File: src/rtl/apb_master_bridge.sv
// ============================================================================
// apb_master_bridge
//
// APB requester stage. Accepts one transfer at a time on a valid/ready request
// port, drives it onto the APB master signals (SETUP then ACCESS phase), waits
// out PRDY wait states, and returns a single-cycle response pulse carrying the
// captured read data. This block is the only driver of the APB master signals.
//
// Optional feature macro: APB_TIMEOUT_EN
//   defined   - an ACCESS wait counter aborts a transfer that sees PRDY=0 on
//               TIMEOUT_CYC consecutive ACCESS edges; the abort is reported
//               with RSP_ERR=1 and RSP_RDATA=0.
//   undefined - no counter is built, ACCESS waits indefinitely, RSP_ERR=0.
//
// Parameters:
//   AW          - address width
//   DW          - data width
//   TIMEOUT_CYC - ACCESS edges with PRDY=0 before abort (>= 2, timeout only)
//
// Ports:
//   PCLK        in   clock, all state on the rising edge
//   PRST        in   asynchronous active-low reset
//   REQ_VALID   in   request present
//   REQ_READY   out  bridge can accept a request
//   WR_RD       in   request direction (1 = write, 0 = read)
//   ADDR        in   request address
//   WDATA       in   request write data
//   PSEL        out  APB select
//   PEN         out  APB enable
//   PWR         out  APB write
//   PADDR       out  APB address
//   PWDAT       out  APB write data
//   PRDAT       in   APB read data
//   PRDY        in   APB ready
//   RSP_VALID   out  one-cycle completion pulse
//   RSP_RDATA   out  read data (0 for write completions and aborts)
//   RSP_ERR     out  completion was a timeout abort, qualified by RSP_VALID
// ============================================================================
module apb_master_bridge #(
    parameter int AW          = 8,
    parameter int DW          = 32,
    parameter int TIMEOUT_CYC = 16
) (
    input  logic          PCLK,
    input  logic          PRST,
    input  logic          REQ_VALID,
    output logic          REQ_READY,
    input  logic          WR_RD,
    input  logic [AW-1:0] ADDR,
    input  logic [DW-1:0] WDATA,
    output logic          PSEL,
    output logic          PEN,
    output logic          PWR,
    output logic [AW-1:0] PADDR,
    output logic [DW-1:0] PWDAT,
    input  logic [DW-1:0] PRDAT,
    input  logic          PRDY,
    output logic          RSP_VALID,
    output logic [DW-1:0] RSP_RDATA,
    output logic          RSP_ERR
);

    typedef enum logic [1:0] {
        IDLE   = 2'd0,
        SETUP  = 2'd1,
        ACCESS = 2'd2
    } state_t;

    state_t state;
    state_t state_next;

    logic accept;
    logic complete;
    logic abort;
    logic timeout_hit;

    // State register.
    always_ff @(posedge PCLK or negedge PRST) begin
        if (!PRST) begin
            state <= IDLE;
        end else begin
            state <= state_next;
        end
    end

    // Next-state logic. A request is only taken when REQ_READY is actually
    // showing, so the cycle right after reset release (IDLE but not yet
    // ready) cannot sneak an accept through. Completion is checked before
    // the timeout so PRDY=1 on the final allowed edge still completes.
    always_comb begin
        state_next = state;
        accept     = 1'b0;
        complete   = 1'b0;
        abort      = 1'b0;
        case (state)
            IDLE: begin
                if (REQ_VALID && REQ_READY) begin
                    accept     = 1'b1;
                    state_next = SETUP;
                end
            end
            SETUP: begin
                state_next = ACCESS;
            end
            ACCESS: begin
                if (PRDY) begin
                    complete   = 1'b1;
                    state_next = IDLE;
                end else if (timeout_hit) begin
                    abort      = 1'b1;
                    state_next = IDLE;
                end
            end
            default: begin
                state_next = IDLE;
            end
        endcase
    end

    // Registered outputs. Phase outputs are decoded from the next state so
    // they line up with the state register without a combinational path to
    // the pins. The APB address/data/direction only change on accept, so
    // they stay stable through the whole transfer and hold afterwards.
    always_ff @(posedge PCLK or negedge PRST) begin
        if (!PRST) begin
            REQ_READY <= 1'b0;
            PSEL      <= 1'b0;
            PEN       <= 1'b0;
            PWR       <= 1'b0;
            PADDR     <= '0;
            PWDAT     <= '0;
            RSP_VALID <= 1'b0;
            RSP_RDATA <= '0;
        end else begin
            REQ_READY <= (state_next == IDLE);
            PSEL      <= (state_next != IDLE);
            PEN       <= (state_next == ACCESS);
            RSP_VALID <= complete | abort;
            RSP_RDATA <= (complete && !PWR) ? PRDAT : '0;
            if (accept) begin
                PWR   <= WR_RD;
                PADDR <= ADDR;
                PWDAT <= WDATA;
            end
        end
    end

`ifdef APB_TIMEOUT_EN
    localparam int CW = $clog2(TIMEOUT_CYC + 1);
    localparam logic [CW-1:0] WAIT_LAST = CW'(TIMEOUT_CYC - 1);

    logic [CW-1:0] wait_cnt;

    // Counts ACCESS edges that saw PRDY=0. Cleared while in SETUP so it
    // starts from zero on entry to ACCESS. When it already holds
    // TIMEOUT_CYC-1 and another PRDY=0 edge arrives, that edge is the
    // TIMEOUT_CYC-th and the transfer is aborted.
    always_ff @(posedge PCLK or negedge PRST) begin
        if (!PRST) begin
            wait_cnt <= '0;
        end else if (state == SETUP) begin
            wait_cnt <= '0;
        end else if (state == ACCESS && !PRDY) begin
            wait_cnt <= wait_cnt + CW'(1);
        end
    end

    assign timeout_hit = (wait_cnt == WAIT_LAST);

    // Error flag travels with the response pulse of an aborted transfer.
    always_ff @(posedge PCLK or negedge PRST) begin
        if (!PRST) begin
            RSP_ERR <= 1'b0;
        end else begin
            RSP_ERR <= abort;
        end
    end
`else
    logic unused_timeout_cfg;

    assign timeout_hit        = 1'b0;
    assign RSP_ERR            = 1'b0;
    assign unused_timeout_cfg = (TIMEOUT_CYC != 0);
`endif

endmodule

File: config.mk
export PLATFORM = sky130hd
export DESIGN_NAME = apb_master_bridge
export DESIGN_NICKNAME = d
export VERILOG_FILES = /design/src/rtl/apb_master_bridge.sv
export SDC_FILE = /design/constraint.sdc
export NUM_CORES = 1
export LEC_CHECK = 0
export ABC_CLOCK_PERIOD_IN_PS = 2100
export CORE_MARGIN = 1.5
export CORE_UTILIZATION = 44
export CTS_BUF_LIST = sky130_fd_sc_hd__clkbuf_8
export DETAILED_ROUTE_END_ITERATION = 10
export GPL_TIMING_DRIVEN = 0
export PLACE_DENSITY = 0.88
export SLEW_MARGIN = 20
export SYNTH_ARGS = -nofsm -noshare
export SYNTH_HDL_FRONTEND = slang
export SYNTH_SLANG_ARGS = --single-unit
File: constraint.sdc
create_clock -name PCLK -period 2.1 [get_ports PCLK]
set_input_delay 0.525 -clock PCLK [delete_from_list [all_inputs] [get_ports PCLK]]
set_output_delay 0.525 -clock PCLK [all_outputs]
set_load 0.1 [all_outputs]
==> reports/metrics.cfg, run 1 <==
[critical_path]
cp-startpoint=PWDAT[23]
max_stage_delay_ns=0.85
path_max_fanout=2
r2r_setup_slack_ns=0.58
crit_cells=1
cp.arrival_ns=1.54
required_ns=1.57
worstPathCellList=dlygate4sd2_1
cp-endpoint=PWDAT[23]
r2r-start=state[0]
crit_slowest_cell=dlygate4sd2_1
r2r_cells=4
cp.buffers_inverters=1
setup.worst_path.end_class=output port
critical_path.startpoint_type=flip-flop
worst-setup-path-type=flip-flop to output port
critPathTopFamily=buffers and inverters
r2r-end=PWDAT[30]

[sta]
setup_viol=0
finClkSkew_ns=0.006448
whs_ns=0.1238
min_period_ns=2.062
period_share=0.9818
maxSlewViolCount=0
worst_pin_slew_ns=0.9900
finalHoldViolCount=0
clock.fmax_ghz=0.4850
slew_headroom=0.3427
rsz0062_at_grt=no

[final_layout]
fin_util=0.7236
diodes=0
drive_gt1_frac=0.2478
nNetsFinal=415
num-fill-cells=469
area_delta_synth_final_pct=56.74
stdcell_count=420

[synthesis]
synth.avg_cell_area_um2=17.23
ys.warnings.count=0
ys_ff_latch=79
synth.distinct_cells=19
syn_nets=250
synthSimpleGateAreaFrac=0.08351
yosysSeqAreaShare=0.6630
synth_adder_area_share=0
netlist_area_um2=2982
synth-xor-area-share=0
synthMuxAreaShare=0.2039
synth_top_family_by_area=multiplexers
synthCells=173
synth_compound_area_frac=0.01007

[placement]
dp_hpwl_mm=4.854
placed_cells=404
gp_congestion=0.6740
port_buffers=153

[floorplanning]
initial_utilization=0.4616
core-area_um2=6459
fp.dieW_um=85.32
pin_count=155
rows=29
die_area_um2=7280
die_h_um=85.32

[global_routing]
grt_pass1_vias=2113
grt_pass1_wl_mm=10.18
grtUsageTotal=0.1849
grt_max_degree=46
overflow=0
grt_antenna_before_repair=0

[clock_network]
cts_tree=built
cts_root_buffer=clkbuf_8
clock_sinks=79
cts_buffers=9
insertion_delay_ns=0.34
post_cts_buffers=0
clk_pin_slew_ns=0.08
ctsHtreeMaxLevel=3
clk_path_buf_depth=2

[min_path]
hp-class=input pin to async pin

[routing]
drt-initial-drc-count=52
ant_nets=0
num_vias=1912
routedWlPerCell_um=15.28
drc=10
viasPerCell=4.552
wl_mm=6.419
dr.pass1.iters=7

[outcome]
outcome=finished with violations
violations=DRC

[flow_run]
maxCapViolations=0

-- per-stage QoR --
stage | setup WS, ns | setup TNS (ns) | area (um2)
after floorplan | 0.01714 | 0 | 2982
after global placement | -2.107 | -166.19 | 4609
after detailed placement | 0.05567 | 0 | 4627
after CTS | 0.0003705 | 0 | 4727
after global routing | 0.0002159 | 0 | 4673
final | 0.03819 | 0 | 4673
-- registers in the layout (all words and copies together) (netlist names) --
register and flops:
PWDAT 32, RSP_RDATA 32, PADDR 8, state 2, PEN 1, PSEL 1
PWR 1, REQ_READY 1, RSP_VALID 1
-- per-layer routing --
| metal | vias up | wire [um] | part of all wire | track usage |
|---|---|---|---|---|
| met1 | 908 | 2445 | 0.38 | 0.2075 |
| met3 | 10 | 659 | 0.10 | 0.07588 |
| met5 | - | 0 | 0 | 0 |
| met2 | 99 | 3205 | 0.50 | 0.3160 |
| met4 | 0 | 109 | 0.017 | 0.07038 |
| li1 | 895 | - | - | - |
-- worst min-delay path by stage --
stage / depth (start not counted) / end / startpoint
after floorplan: 0 / PADDR[0] / PRST
after global placement: 1 / PADDR[7] / PADDR[7]
after detailed placement: 1 / PWDAT[22] / PWDAT[22]
after CTS: 1 / PWDAT[26] / PRST
after global routing: 1 / PWDAT[21] / PRST
final: 1 / PWDAT[21] / PRST
-- kinds of logic after synthesis --
family,Yosys count
AND/OR/NAND/NOR,37
AO/OA/AOI/OAI,5
multiplexers,41
buffers and inverters,10
flip-flops,79
other,1
-- layout by cell type (no fill, tap or decap), types with 2 or more instances in the layout --
| cell | n |
|---|---|
| inv_1 | 3 |
| dlygate4sd2_1 | 33 |
| clkbuf_8 | 11 |
| o21ai_0 | 2 |
| dfrtp_1 | 79 |
| and2_1 | 32 |
| clkinv_2 | 2 |
| mux2_4 | 39 |
| buf_4 | 2 |
| clkbuf_2 | 18 |
| clkdlybuf4s50_1 | 75 |
| clkbuf_1 | 3 |
| mux2_2 | 2 |
| buf_12 | 5 |
| clkdlybuf4s15_1 | 25 |
-- synthesized netlist by cell type, drive strengths merged --
| master | number | share of area |
|---|---|---|
| a21oi | 1 | 0.0017 |
| and2 | 32 | 0.067 |
| and4bb | 1 | 0.0042 |
| buf | 6 | 0.033 |
| clkbuf | 3 | 0.0038 |
| conb | 1 | 0.0013 |
| dfrtp | 79 | 0.66 |
| inv | 1 | 0.0013 |
| mux2 | 41 | 0.20 |
| nor2 | 1 | 0.0013 |
| nor4bb | 1 | 0.0055 |
| o21ai | 2 | 0.0034 |
| o22a | 1 | 0.0029 |
| o22ai | 1 | 0.0021 |
| or2b | 2 | 0.0055 |
-- cell type report --
type                    instances  area, um2  area share
inverters                       1      3.754   0.0008032
clock inverters                 5      25.02    0.005355
multi-input cells              84      890.9      0.1906
well taps                      77      96.34     0.02062
clock buffers                  11      151.4     0.03240
repair buffers                154       1419      0.3036
flip-flops and latches         79       1977      0.4230
plain buffers                   9      110.1     0.02356
-- timing repair --
| item | CTS | global route |
|---|---|---|
| resized for setup | 93 | 47 |
| hold buffers | 0 | 0 |
| endpoints found under the setup margin | 77 | 42 |
| cloned | 0 | 0 |
Power of run 1 is not shown: default switching activity piles up to over one toggle a cycle in this logic, so the estimate is an artifact.
==> run 2, diff against run 1 <==
PLACE_DENSITY = 0.95   (was 0.88)
==> run 2 against run 1 <==
The run still ends with DRC left. Critical path type unchanged. Worst hold slack better by 0.028 ns. Fmax is 0.41% lower. Final cell count is 0.24% lower. Largest cell class unchanged. Non-clock buffer count stayed put. Register-to-register slack worse by 0.03 ns. Highest routed layer unchanged.
==> reports/metrics.cfg, run 2 (synthesis gave the netlist of run 1 again) <==
[placement]
dp_hpwl_mm=5.120  ; +5.5%
gp_congestion=0.6960  ; +3.3%
port_buffers=153  ; unchanged

[final_layout]
diodes=0  ; unchanged
reg_top3=PWDAT x32, RSP_RDATA x32, PADDR x8
num-fill-cells=453  ; -3.4%
drive_gt1_frac=0.2339  ; -0.01390
final_common_cell=dfrtp_1
nNetsFinal=415  ; unchanged
area_delta_synth_final_pct=56.86  ; about the same
final_cell_mix=79 x dfrtp_1, 75 x clkdlybuf4s50_1, 39 x mux2_4

[critical_path]
cp.arrival_ns=1.55  ; about the same
worstPathCellList=clkdlybuf4s15_1
required_ns=1.57  ; about the same
max_stage_delay_ns=0.84  ; about the same
critical_path.startpoint_type=flip-flop
crit_slowest_cell=clkdlybuf4s15_1
cp.buffers_inverters=1  ; unchanged
path_max_fanout=2  ; unchanged
critPathTopFamily=buffers and inverters
setup.worst_path.end_class=output port
worst-setup-path-type=flip-flop to output port

[sta]
maxSlewViolCount=0  ; unchanged
period_share=0.9859  ; +0.004054
finClkSkew_ns=0.007638  ; +0.001190 ns
clock.fmax_ghz=0.4830  ; -0.41%
setup_viol=0  ; unchanged
min_period_ns=2.070  ; +0.008513 ns
worst_pin_slew_ns=0.9873  ; -0.002689 ns
slew_headroom=0.3444  ; +0.001735
rsz0062_at_grt=no
finalHoldViolCount=0  ; unchanged
whs_ns=0.1520  ; +0.02824 ns
setup_tns_ns=0  ; unchanged

[clock_network]
clock_sinks=79  ; unchanged
cts_buffers=9  ; unchanged
ctsHtreeMaxLevel=3  ; unchanged
insertion_delay_ns=0.33  ; about the same
clk_pin_slew_ns=0.08  ; about the same
cts_root_buffer=clkbuf_8
clk_path_buf_depth=2  ; unchanged
cts_tree=built
post_cts_buffers=0  ; unchanged
postCtsHoldBufs=0  ; unchanged

[global_routing]
grt_max_degree=41  ; -11%
grtUsageTotal=0.1985  ; +0.01359
overflow=0  ; unchanged
grt_antenna_before_repair=0  ; unchanged
grt_pass1_vias=2215  ; +4.8%
grt_pass1_wl_mm=10.91  ; +7.1%

[floorplanning]
die_area_um2=7280  ; unchanged
pin_count=155  ; unchanged
die_h_um=85.32  ; unchanged
core-area_um2=6459  ; unchanged
fp.dieW_um=85.32  ; unchanged
initial_utilization=0.4616  ; unchanged
rows=29  ; unchanged

[routing]
drc=10  ; unchanged
drt-initial-drc-count=69  ; +33%
num_vias=1933  ; +1.1%
ant_nets=0  ; unchanged
wl_mm=6.676  ; +4.0%
viasPerCell=4.613  ; +1.3%
dr.pass1.iters=7  ; unchanged
routedWlPerCell_um=15.93  ; +4.3%

[outcome]
outcome=finished with violations
violations=DRC

[min_path]
hp-class=input pin to async pin

[flow_run]
maxCapViolations=0  ; unchanged

run 2: changes by cell type in the layout (fill, tap and decap cells not counted), moves of 2 or more:
| cell | change |
|---|---|
| clkbuf_2 | -3 |
| clkdlybuf4s15_1 | +7 |
| dlygate4sd2_1 | -5 |
| inv_1 | +2 |
run 2: worst paths after layout:
check	start	to	slack, ns	depth (start not counted)
max	PADDR[3]	PADDR[3]	0.03	1
min	PRST	PWDAT[19]	0.15	1
max reg2reg	state[1]	PWDAT[17]	0.55	4
min reg2reg	PADDR[6]	PADDR[6]	0.51	1
max in group asynchronous	PRST	RSP_RDATA[5]	1.37	2
min in group PCLK	PADDR[6]	PADDR[6]	0.51	1
run 2: repair_timing:
action	4_1_cts	5_1_grt
pin swaps	0	0
cloned	0	0
endpoints found under the setup margin	77	46
endpoints found under the hold margin	0	0
resized for setup	86	57
run 2: through the flow:
stage,worst slack [ns],utilization,area [um2],cells
6_report,0.02968,0.7241,4677,419
5_1_grt,0.00002343,0.7241,4677,419
4_1_cts,0.0002809,0.7276,4700,419
3_5_place_dp,0.04243,0.7164,4627,404
3_3_place_gp,-2.022,0.7137,4609,403
2_1_floorplan,0.01714,-,2982,173
run 2: cell type report:
| class | instances | area [um2] | area share |
|---|---|---|---|
| Tap cell | 77 | 96.34 | 0.02060 |
| Buffer | 9 | 110.1 | 0.02354 |
| Clock inverter | 5 | 20.02 | 0.004280 |
| Sequential cell | 79 | 1977 | 0.4227 |
| Inverter | 1 | 3.754 | 0.0008026 |
| Multi-Input combinational cell | 84 | 890.9 | 0.1905 |
| Clock buffer | 10 | 137.6 | 0.02943 |
| Timing Repair Buffer | 154 | 1441 | 0.3082 |
run 2: per-layer routing:
metal,vias to the layer above,track usage,part of all wire
met3,5,0.07977,0.11
met4,0,0.07771,0.0070
met5,-,0,0
met2,97,0.3463,0.53
li1,894,-,-
met1,937,0.2166,0.35
Power of run 2 is left out for the same reason.
